[src/rtl/spi_rx_fifo.sv]
// Receive FIFO for the SPI SD path: rising-edge-detected pushes, circular buffer, sticky error flags.
// Define SPI_RX_FIFO_FWFT_EN for first-word-fall-through reads (default: registered 1-cycle pop).
module spi_rx_fifo #(
  parameter int unsigned DATA_W = 8,
  parameter int unsigned DEPTH  = 16,
  parameter int unsigned CNT_W  = 5
) (
  input  logic              clk,
  input  logic              rst,
  input  logic              clr,
  input  logic              wr_strobe,
  input  logic [DATA_W-1:0] wr_data,
  input  logic              rd_req,
  output logic              rd_valid,
  output logic [DATA_W-1:0] rd_data,
  output logic [CNT_W-1:0]  count,
  output logic              empty,
  output logic              full,
  output logic              overflow,
  output logic              underflow
);
  localparam int unsigned AW = $clog2(DEPTH);

  logic [DATA_W-1:0] mem [DEPTH];
  logic [AW-1:0]     wptr, rptr;
  logic              s_stb, prev_stb, push_q;
  logic [DATA_W-1:0] s_dat, push_dat;
  logic              do_pop, do_push;
  logic [CNT_W-1:0]  count_nxt;

  // A pop accepted in the same cycle frees the slot a full-FIFO push needs.
  always_comb begin
    do_pop    = rst & ~clr & rd_req & ~empty;
    do_push   = rst & ~clr & push_q & (~full | do_pop);
    count_nxt = count + CNT_W'(do_push) - CNT_W'(do_pop);
  end

  always_ff @(posedge clk) begin
    if (!rst) begin
      s_stb    <= 1'b0;
      s_dat    <= '0;
      prev_stb <= 1'b0;
      push_q   <= 1'b0;
      push_dat <= '0;
    end else begin
      s_stb    <= wr_strobe;
      s_dat    <= wr_data;
      prev_stb <= s_stb;
      push_q   <= clr ? 1'b0 : (s_stb & ~prev_stb);
      push_dat <= s_dat;
    end
  end

  always_ff @(posedge clk) begin
    if (do_push) mem[wptr] <= push_dat;
  end

  always_ff @(posedge clk) begin
    if (!rst || clr) begin
      wptr      <= '0;
      rptr      <= '0;
      count     <= '0;
      empty     <= 1'b1;
      full      <= 1'b0;
      overflow  <= 1'b0;
      underflow <= 1'b0;
    end else begin
      if (do_push) wptr <= wptr + 1'b1;
      if (do_pop)  rptr <= rptr + 1'b1;
      count <= count_nxt;
      empty <= (count_nxt == '0);
      full  <= (count_nxt == CNT_W'(DEPTH));
      if (push_q & full & ~do_pop) overflow  <= 1'b1;
      if (rd_req & empty)          underflow <= 1'b1;
    end
  end

`ifdef SPI_RX_FIFO_FWFT_EN
  always_comb begin
    rd_valid = ~empty;
    rd_data  = mem[rptr];
  end
`else
  always_ff @(posedge clk) begin
    if (!rst) begin
      rd_valid <= 1'b0;
      rd_data  <= '0;
    end else begin
      rd_valid <= do_pop;
      if (do_pop) rd_data <= mem[rptr];
    end
  end
`endif

endmodule

[config.mk]
export PLATFORM = sky130hd
export DESIGN_NAME = spi_rx_fifo
export DESIGN_NICKNAME = d
export VERILOG_FILES = /design/src/rtl/spi_rx_fifo.sv
export SDC_FILE = /design/constraint.sdc
export NUM_CORES = 1
export LEC_CHECK = 0
export ABC_AREA = 1
export ABC_CLOCK_PERIOD_IN_PS = 3600
export CAP_MARGIN = 20
export CORE_AREA = 2 2 114 161
export DETAILED_ROUTE_END_ITERATION = 8
export DIE_AREA = 0 0 116 163
export GPL_TIMING_DRIVEN = 0
export PLACE_DENSITY = 0.65
export SYNTH_ARGS = -nofsm -noshare
export SYNTH_HDL_FRONTEND = slang
export SYNTH_SLANG_ARGS = --single-unit
[constraint.sdc]
create_clock -name clk -period 3.6 [get_ports clk]
set_input_delay 0.72 -clock clk [delete_from_list [all_inputs] [get_ports clk]]
set_output_delay 0.72 -clock clk [all_outputs]
set_load 0.03 [all_outputs]
# --- Word-level counts from Yosys, hierarchy flattened ---
# Memories as Yosys holds them, arrays and structs flattened. A register that Yosys moved wholly into a read port is not among the register bits.
# Cells that the tools add are included.
totals:
  memories: 1
  out_inout_bits: 18
  mem_bits_rw: 128
  latchBits: 0
  register_bits: 37
  mem_bits_ro: 0
classes:
  bitwise: 16
  n_reduce_logical: 5
  shifts: 0
  mux: 2
  n_addsub: 4
  div: 0
  magnitude_cmp: 0
  n_mul: 0
  eq_ne: 1
mem_list:
  columns: ["memory", "words", "width", "read_ports", "rd_ports_with_merged_regs", "write_ports", "line", "rtl"]
  rows:
  - ["mem", 16, 8, 1, 1, 1, "24", "logic [DATA_W-1:0] mem [DEPTH];"]
op_table:
  columns: ["op", "count"]
  rows:
  - ["AND 1 bit", 9]
  - ["adder 4 x 1 -> 4 bit, second input constant", 2]
  - ["NOT 1 bit", 6]
  - ["adder 5 x 1 -> 5 bit", 1]
  - ["equality test 5 bit, second input constant", 1]
  - ["logical NOT 5 bit", 1]
  - ["subtractor 5 x 1 -> 5 bit", 1]
  - ["logical NOT 1 bit", 2]
  - ["2-to-1 mux 1 bit", 2]
  - ["OR reduction 2 bit", 1]
  - ["logical OR 1 bit", 1]
  - ["OR 1 bit", 1]

# --- Logic depth before layout (Yosys ltp) ---
# Gate-level depths: netlist (run 1).
depth:
  depth_word: 9
  mapped_depth: 17
  ltp_nobuf: 16

# --- Least setup slack after synthesis (run 1) ---
# Ideal clock, no wire load.
synth_path:
  kind: "input -> register"
  startpoint: "in rst"
  endpoint: "reg full"
  path_stages: 16
  required_ps: 3522
  arrival_time_ps: 2764
  setup_slack_ps: 758
  path_cell_list: "buf_4 inv_2 nor2_8 nand2_2 nand2_2 nand2_4 nor2_8 inv_2 ha_1 inv_1 ha_1 fa_1 xor2_1 nor3_1 nand2_1 nor3_1"
synth_via:
  elab_chain_len: 8
synth_rtl:
  columns: ["item", "line", "rtl"]
  rows:
  - ["start: declaration", "9", "input logic rst,"]
  - ["AND 1 bit", "33, 34", null]
  - ["AND 1 bit (2 in series)", "33", "do_pop = rst & ~clr & rd_req & ~empty;"]
  - ["OR 1 bit", "34", "do_push = rst & ~clr & push_q & (~full | do_pop);"]
  - ["AND 1 bit", "34", null]
  - ["adder 5 x 1 -> 5 bit", "35", "count_nxt = count + CNT_W'(do_push) - CNT_W'(do_pop);"]
  - ["subtractor 5 x 1 -> 5 bit", "35", null]
  - ["equality test 5 bit", "72", "full <= (count_nxt == CNT_W'(DEPTH));"]
  - ["end signal: assignment", "72", null]
  - ["end: declaration", "18", "output logic full,"]
# Several ways; a longest one is shown, not always the timed one.
# A chain may end at the register's enable or synchronous reset.

# --- Final worst setup path (run 1) ---
layout_path:
  startpoint: "in rd_req"
  endpoint: "reg full"
layout_via:
  elab_chain_len: 7
layout_rtl:
  columns: ["item", "line", "rtl"]
  rows:
  - ["start: declaration", "13", "input logic rd_req,"]
  - ["AND 1 bit * (2 in series)", "33", null]
  - ["OR 1 bit", "34", null]
  - ["AND 1 bit", "34", null]
  - ["adder 5 x 1 -> 5 bit", "35", null]
  - ["subtractor 5 x 1 -> 5 bit *", "35", null]
  - ["equality test 5 bit *", "72", null]
# Every way passes the cells marked *; elsewhere a longest branch is shown, timed or not.

==> results.yml, run 1 <==
critical_path:
  worst_ep_required_time_ns: 3.95
  r2r_slack_ns: 1.02
  crit_end: "full$_SDFF_PP0_"
  cp_max_fo: 7
  critPathCaptureType: "register"
  reg2reg_depth: 14
  worst_ep_arrival_time_ns: 3.40
  r2r-start: "empty$_SDFF_PP1_"
  path_class: "primary input to register"
  critPathLaunchType: "primary input"
  r2r_end: "full$_SDFF_PP0_"
  crit_path_start: "rd_req"
place:
  pre_cts_slack_ns: 0.0962
  port-buffer-count: 29
  place.gp.congestion: 0.896
  hpwl_mm: 11.2
  post_dp_cell_area_um2: 7820
route:
  vias_per_cell: 4.65
  drc_errors: 0
  via_count: 4823
  met2_length_mm: 8.33
  met3_length_um: 767
  wl_met1_mm: 6.31
  routedWlPerCell_um: 15.5
  antenna_left: 0
  wirelength_mm: 16.0
  dr.pass1.iters: 5
  drtIter0Drc: 465
  top_layer: "met4"
die:
  dieHeight_um: 163
  die_w_um: 116
  pin_count: 31
  die-area_um2: 18900
  start_util: 0.411
  rows: 58
  core_area_um2: 17600
power:
  power_density_nw_per_um2: 477
  p_total_uw: 4010
  ir_drop_uv: 350
  p_leak_uw: 0.00363
timing:
  final.setup.worst_slack_ns: 0.558
  relSlewSlack: 0.367
  final.min_clock_period_ns: 3.04
  period_share: 0.845
  rsz0062_at_grt: "no"
  tightest_slew_ns: 0.945
  setup_viol: 0
  holdWs_ns: 0.398
  report.final.slew_viol_count: 0
  finalHoldViolCount: 0
  setup_tns_ns: 0
  timing.fmax_mhz: 329
  fin_worst_skew_ns: 0.0120
clock_tree:
  tritoncts.num_buffers: 17
  clk_pin_slew_ns: 0.07
  cts.sink_count: 173
  root_buffer: "clkbuf_16"
  cts_resized: 0
  cts_htree_levels: 4
  holdBufCountCts: 0
  tritoncts: "yes"
  post_cts.repair.setup_buffers: 0
  clk_latency_ns: 0.44
  cts_buffer_depth: 2
final_layout:
  multi_input_area_um2: 1820
  fin_area_um2: 8410
  area_delta_synth_final_pct: 16.4
  drive_gt1_frac: 0.0727
  nFillCells: 1666
  diodes: 0
  layout.nets: 809
  seq_area_um2: 4740
status:
  outcome: "complete, no violations"
global_route:
  grt_usage: 0.180
  grt_pass1_vias: 4683
  grt_pass1_wl_mm: 25.1
  overflow: 0
  antenna_found_initial: 0
  grt_max_degree: 20
min_path:
  hp-class: "register to register"
yosys:
  yosysTopAreaCell: "edfxtp_1"
  netlist_top_cells_area: "edfxtp_1 53%, dfxtp_1 12%, nand2_1 11%, nand3_1 7.5%, inv_1 7.0%"
  ys_seq_area_frac: 0.657
  synth_nets: 761
  synth_common_cells: "220 x nand2_1, 135 x inv_1, 128 x edfxtp_1"
  async_flop_share: 0
  synth_top_area_frac: 0.532
  yosysMostFrequentCell: "nand2_1"
  netlist_area_um2: 7230
  yosys_warnings: 0
  synth_edf_count: 128
  synth_area_per_cell_um2: 9.80
  syn_inst: 737
  ys_seq_elements: 173
  yosys_most_used_dff: "edfxtp_1"
  synth_cell_type_count: 23
job:
  max_cap_violations: 0
[sequential cells by signal, indices dropped and copies added (netlist names)]
| name | cells |
|---|---|
| count | 5 |
| empty | 1 |
| full | 1 |
| mem | 128 |
| overflow | 1 |
| prev_stb | 1 |
| push_dat | 8 |
| push_q | 1 |
| rd_data | 8 |
| rd_valid | 1 |
| rptr | 4 |
| s_dat | 8 |
| s_stb | 1 |
| underflow | 1 |
| wptr | 4 |
[cell families after synthesis]
| family | count (synthesis) | synth area share |
|---|---|---|
| DFF | 173 | 0.657 |
| and+or+nand+nor | 364 | 0.215 |
| adders and majority gates | 11 | 0.0201 |
| buffers and inverters | 168 | 0.0909 |
| AOI/OAI and AO/OA | 16 | 0.0113 |
| xor gates and xnor gates | 5 | 0.00606 |
[worst max-delay path, cell delays in order]
cell             delay, ns
clkdlybuf4s50_1       0.47
inv_1                 0.04
nor2_1                0.19
nand2_2               0.14
nand2_2               0.10
nand2_4               0.08
nor2_8                0.13
inv_2                 0.06
ha_1                  0.26
inv_1                 0.04
ha_1                  0.20
fa_1                  0.41
xor2_1                0.19
nor3_1                0.14
nand2_1               0.10
nor3_1                0.13
[how the worst min path moves through the flow]
stage,startpoint,end,slack (ns),cells past startpoint
after floorplan,prev_stb$_SDFF_PN0_,push_q$_SDFF_PP0_,0.37,1
after global placement,prev_stb$_SDFF_PN0_,push_q$_SDFF_PP0_,0.38,1
after detailed placement,prev_stb$_SDFF_PN0_,push_q$_SDFF_PP0_,0.39,1
after CTS,prev_stb$_SDFF_PN0_,push_q$_SDFF_PP0_,0.40,1
after global routing,prev_stb$_SDFF_PN0_,push_q$_SDFF_PP0_,0.42,1
final,prev_stb$_SDFF_PN0_,push_q$_SDFF_PP0_,0.40,1
[per-layer routing]
layer  GRT usage  up-vias
met5           0        -
met4      0.0812        0
met3      0.0365       34
met2       0.320      151
met1       0.205     2200
li1            -     2438
[cells in the final DEF (no fill, tap or decap), types with 5 or more instances in the layout]
cell type,synthesis,routed
edfxtp_1,128,128
ha_1,10,10
nand3_1,109,109
a21oi_1,10,10
o21ai_0,5,5
nand2_1,220,220
clkdlybuf4s50_1,0,29
nor2_1,25,25
buf_2,18,18
nor3_1,5,5
inv_1,135,135
clkbuf_1,8,8
clkbuf_16,0,17
inv_8,0,5
dfxtp_1,45,45
[where the power goes]
| part | internal, uW | switching [uW] |
|---|---|---|
| clock | 936 | 860 |
| combinational | 23.0 | 28.7 |
| sequential | 2140 | 23.1 |
[cell type report]
type / count / area share
Inverter: 138 / 0.0616
Clock inverter: 15 / 0.0202
Buffer: 30 / 0.0165
Tap cell: 240 / 0.0357
Timing Repair Buffer: 29 / 0.0345
Sequential cell: 173 / 0.564
Clock buffer: 17 / 0.0506
Multi-Input combinational cell: 396 / 0.217
[per-stage QoR]
step / instances / utilization
2_1_floorplan: 737 / -
5_1_grt: 1038 / 0.479
3_3_place_gp: 1006 / 0.445
3_5_place_dp: 1006 / 0.445
4_1_cts: 1038 / 0.479
6_report: 1038 / 0.479
(Power assumes the default switching activity.)
==> run 2: changes to the inputs <==
Settings changed: ABC_CLOCK_PERIOD_IN_PS 3600 to 2800.
Clock period 3.6 ns to 2.8 ns, I/O delays scaled along.
==> run 2 against run 1 <==
Net effect: sequential share of layout area shrank 0.32 points; register-to-register slack got worse by 0.58 ns; highest routed layer unchanged; non-clock buffer count rose by 5; sequential cell count unchanged; utilization up 0.27 points; routed wire length increased by 1.3%.
==> results.yml, run 2 (synthesis results as in run 1) <==
status:
  outcome: "complete, no violations"
die:
  die_w_um: 116
  rows: 58
  start_util: 0.411
  pin_count: 31
  die-area_um2: 18900
  dieHeight_um: 163
  core_area_um2: 17600
final_layout:
  multi_input_area_um2: 1830
  diodes: 0
  final_cell_mix: "220 x nand2_1, 135 x inv_1, 128 x edfxtp_1"
  largest_reg_flops: 128
  layout.nets: 814
  top_register: "mem"
  nFillCells: 1665
  fin_cells: 1043
  seq_area_um2: 4740
  drive_gt1_frac: 0.0822
  area_delta_synth_final_pct: 17.1
  layout_commonest_cell: "nand2_1"
global_route:
  overflow: 0
  grt_pass1_vias: 4685
  grt_max_degree: 20
  grt_usage: 0.180
  grt_pass1_wl_mm: 25.1
  antenna_found_initial: 0
route:
  vias_per_cell: 4.70
  drc_errors: 0
  antenna_left: 0
  via_count: 4897
  drtIter0Drc: 443
  dr.pass1.iters: 6
  routedWlPerCell_um: 15.6
  wirelength_mm: 16.3
timing:
  period_share: 0.949
  relSlewSlack: 0.373
  final.min_clock_period_ns: 2.66
  fin_worst_skew_ns: 0.0129
  tightest_slew_ns: 0.937
  finalHoldViolCount: 0
  setup_viol: 0
  report.final.slew_viol_count: 0
  setup_tns_ns: 0
  timing.fmax_mhz: 376
  rsz0062_at_grt: "no"
job:
  max_cap_violations: 0
critical_path:
  worst_ep_required_time_ns: 3.15
  cp_max_fo: 5
  r2r-start: "empty$_SDFF_PP1_"
  cp_top_family: "simple AND/OR/NAND/NOR gates"
  critPathMaxStageDelay_ns: 0.47
  critPathLaunchType: "primary input"
  cp_num_buf_inv: 4
  crit_path_start: "rd_req"
  crit_chain: "clkdlybuf4s50_1 -> inv_1 -> nor2_4 -> nand2_2 -> nand2_2 -> nand2_4 -> nor2_8 -> inv_2 -> ha_1 -> inv_1 -> ha_1 -> fa_2 -> xor2_1 -> nor3_1 -> nand2_1 -> nor3_1"
  critPathCaptureType: "register"
  worst_ep_arrival_time_ns: 3.01
  critPathSlowestCell: "clkdlybuf4s50_1"
  path_class: "primary input to register"
clock_tree:
  root_buffer: "clkbuf_16"
  cts.sink_count: 173
  cts_htree_levels: 4
  clk_pin_slew_ns: 0.07
  tritoncts.num_buffers: 17
  tritoncts: "yes"
  cts_buffer_depth: 2
  clk_latency_ns: 0.43
place:
  port-buffer-count: 29
  place.gp.congestion: 0.896
  place_inst: 1006
  hpwl_mm: 11.2
min_path:
  worstHoldStart: "prev_stb$_SDFF_PN0_"
  hp-class: "register to register"
power:
  power_density_nw_per_um2: 609
  p_leak_uw: 0.00366
  ir_drop_uv: 450
==> run 2: cell types whose count changed in the layout (fill, tap and decap cells not counted), sizes merged <==
cell,change
buf,+5
clkdlybuf4s50,-1
dlygate4sd2,+1
==> run 2: area by class of cell <==
class	count	share of cell area
Sequential cell	173	0.561
Multi-Input combinational cell	396	0.217
Inverter	138	0.0614
Clock buffer	17	0.0503
Timing Repair Buffer	34	0.0386
Tap cell	240	0.0355
Clock inverter	15	0.0201
Buffer	30	0.0164
==> run 2: metal layers <==
layer / vias up / track usage / part of all wire
met5: - / 0 / 0
met3: 33 / 0.0365 / 0.044
met2: 152 / 0.321 / 0.52
met4: 0 / 0.0812 / 0.038
met1: 2262 / 0.205 / 0.40
li1: 2450 / - / -
==> run 2: path summary, 6_finish.rpt <==
| check | slack (ns) | end | cells past startpoint |
|---|---|---|---|
| worst max-delay path | 0.14 | full$_SDFF_PP0_ | 16 |
| worst max register to register | 0.44 | full$_SDFF_PP0_ | 14 |
| worst min register to register | 0.40 | push_q$_SDFF_PP0_ | 1 |
| worst min-delay path | 0.40 | push_q$_SDFF_PP0_ | 1 |
==> run 2: metrics by stage <==
step | hold WS [ns] | instance area, um2 | total power [uW] | utilization | worst slack, ns
after floorplan | 0.373 | 7230 | 2860 | - | 0.118
after global placement | 0.380 | 7820 | 2910 | 0.445 | -0.531
final | 0.398 | 8460 | 5160 | 0.482 | 0.143
after detailed placement | 0.392 | 7820 | 2910 | 0.445 | -0.544
after CTS | 0.402 | 8420 | 5180 | 0.480 | 0.0332
after global routing | 0.416 | 8460 | 5310 | 0.482 | 0.00748
==> run 2: worst reg2reg max path: cells and delay by family, from the launching register on <==
family / cells / cell delay (ns)
XOR/XNOR: 1 / 0.18
adder cells (fa/ha/maj): 3 / 0.82
flip-flops: 1 / 0.34
AND/OR/NAND/NOR: 8 / 0.86
buffers and inverters: 2 / 0.09
==> run 2: timing repair <==
action	CTS	global route
setup buffers	1	4
pin swaps	1	1
hold buffers	0	0
gates resized for setup	3	2
setup endpoints to repair	3	3
==> run 2: where the power goes <==
part           switching (uW)  internal (uW)
combinational            37.7           29.8
sequential               29.8           2750
clock                    1100           1200
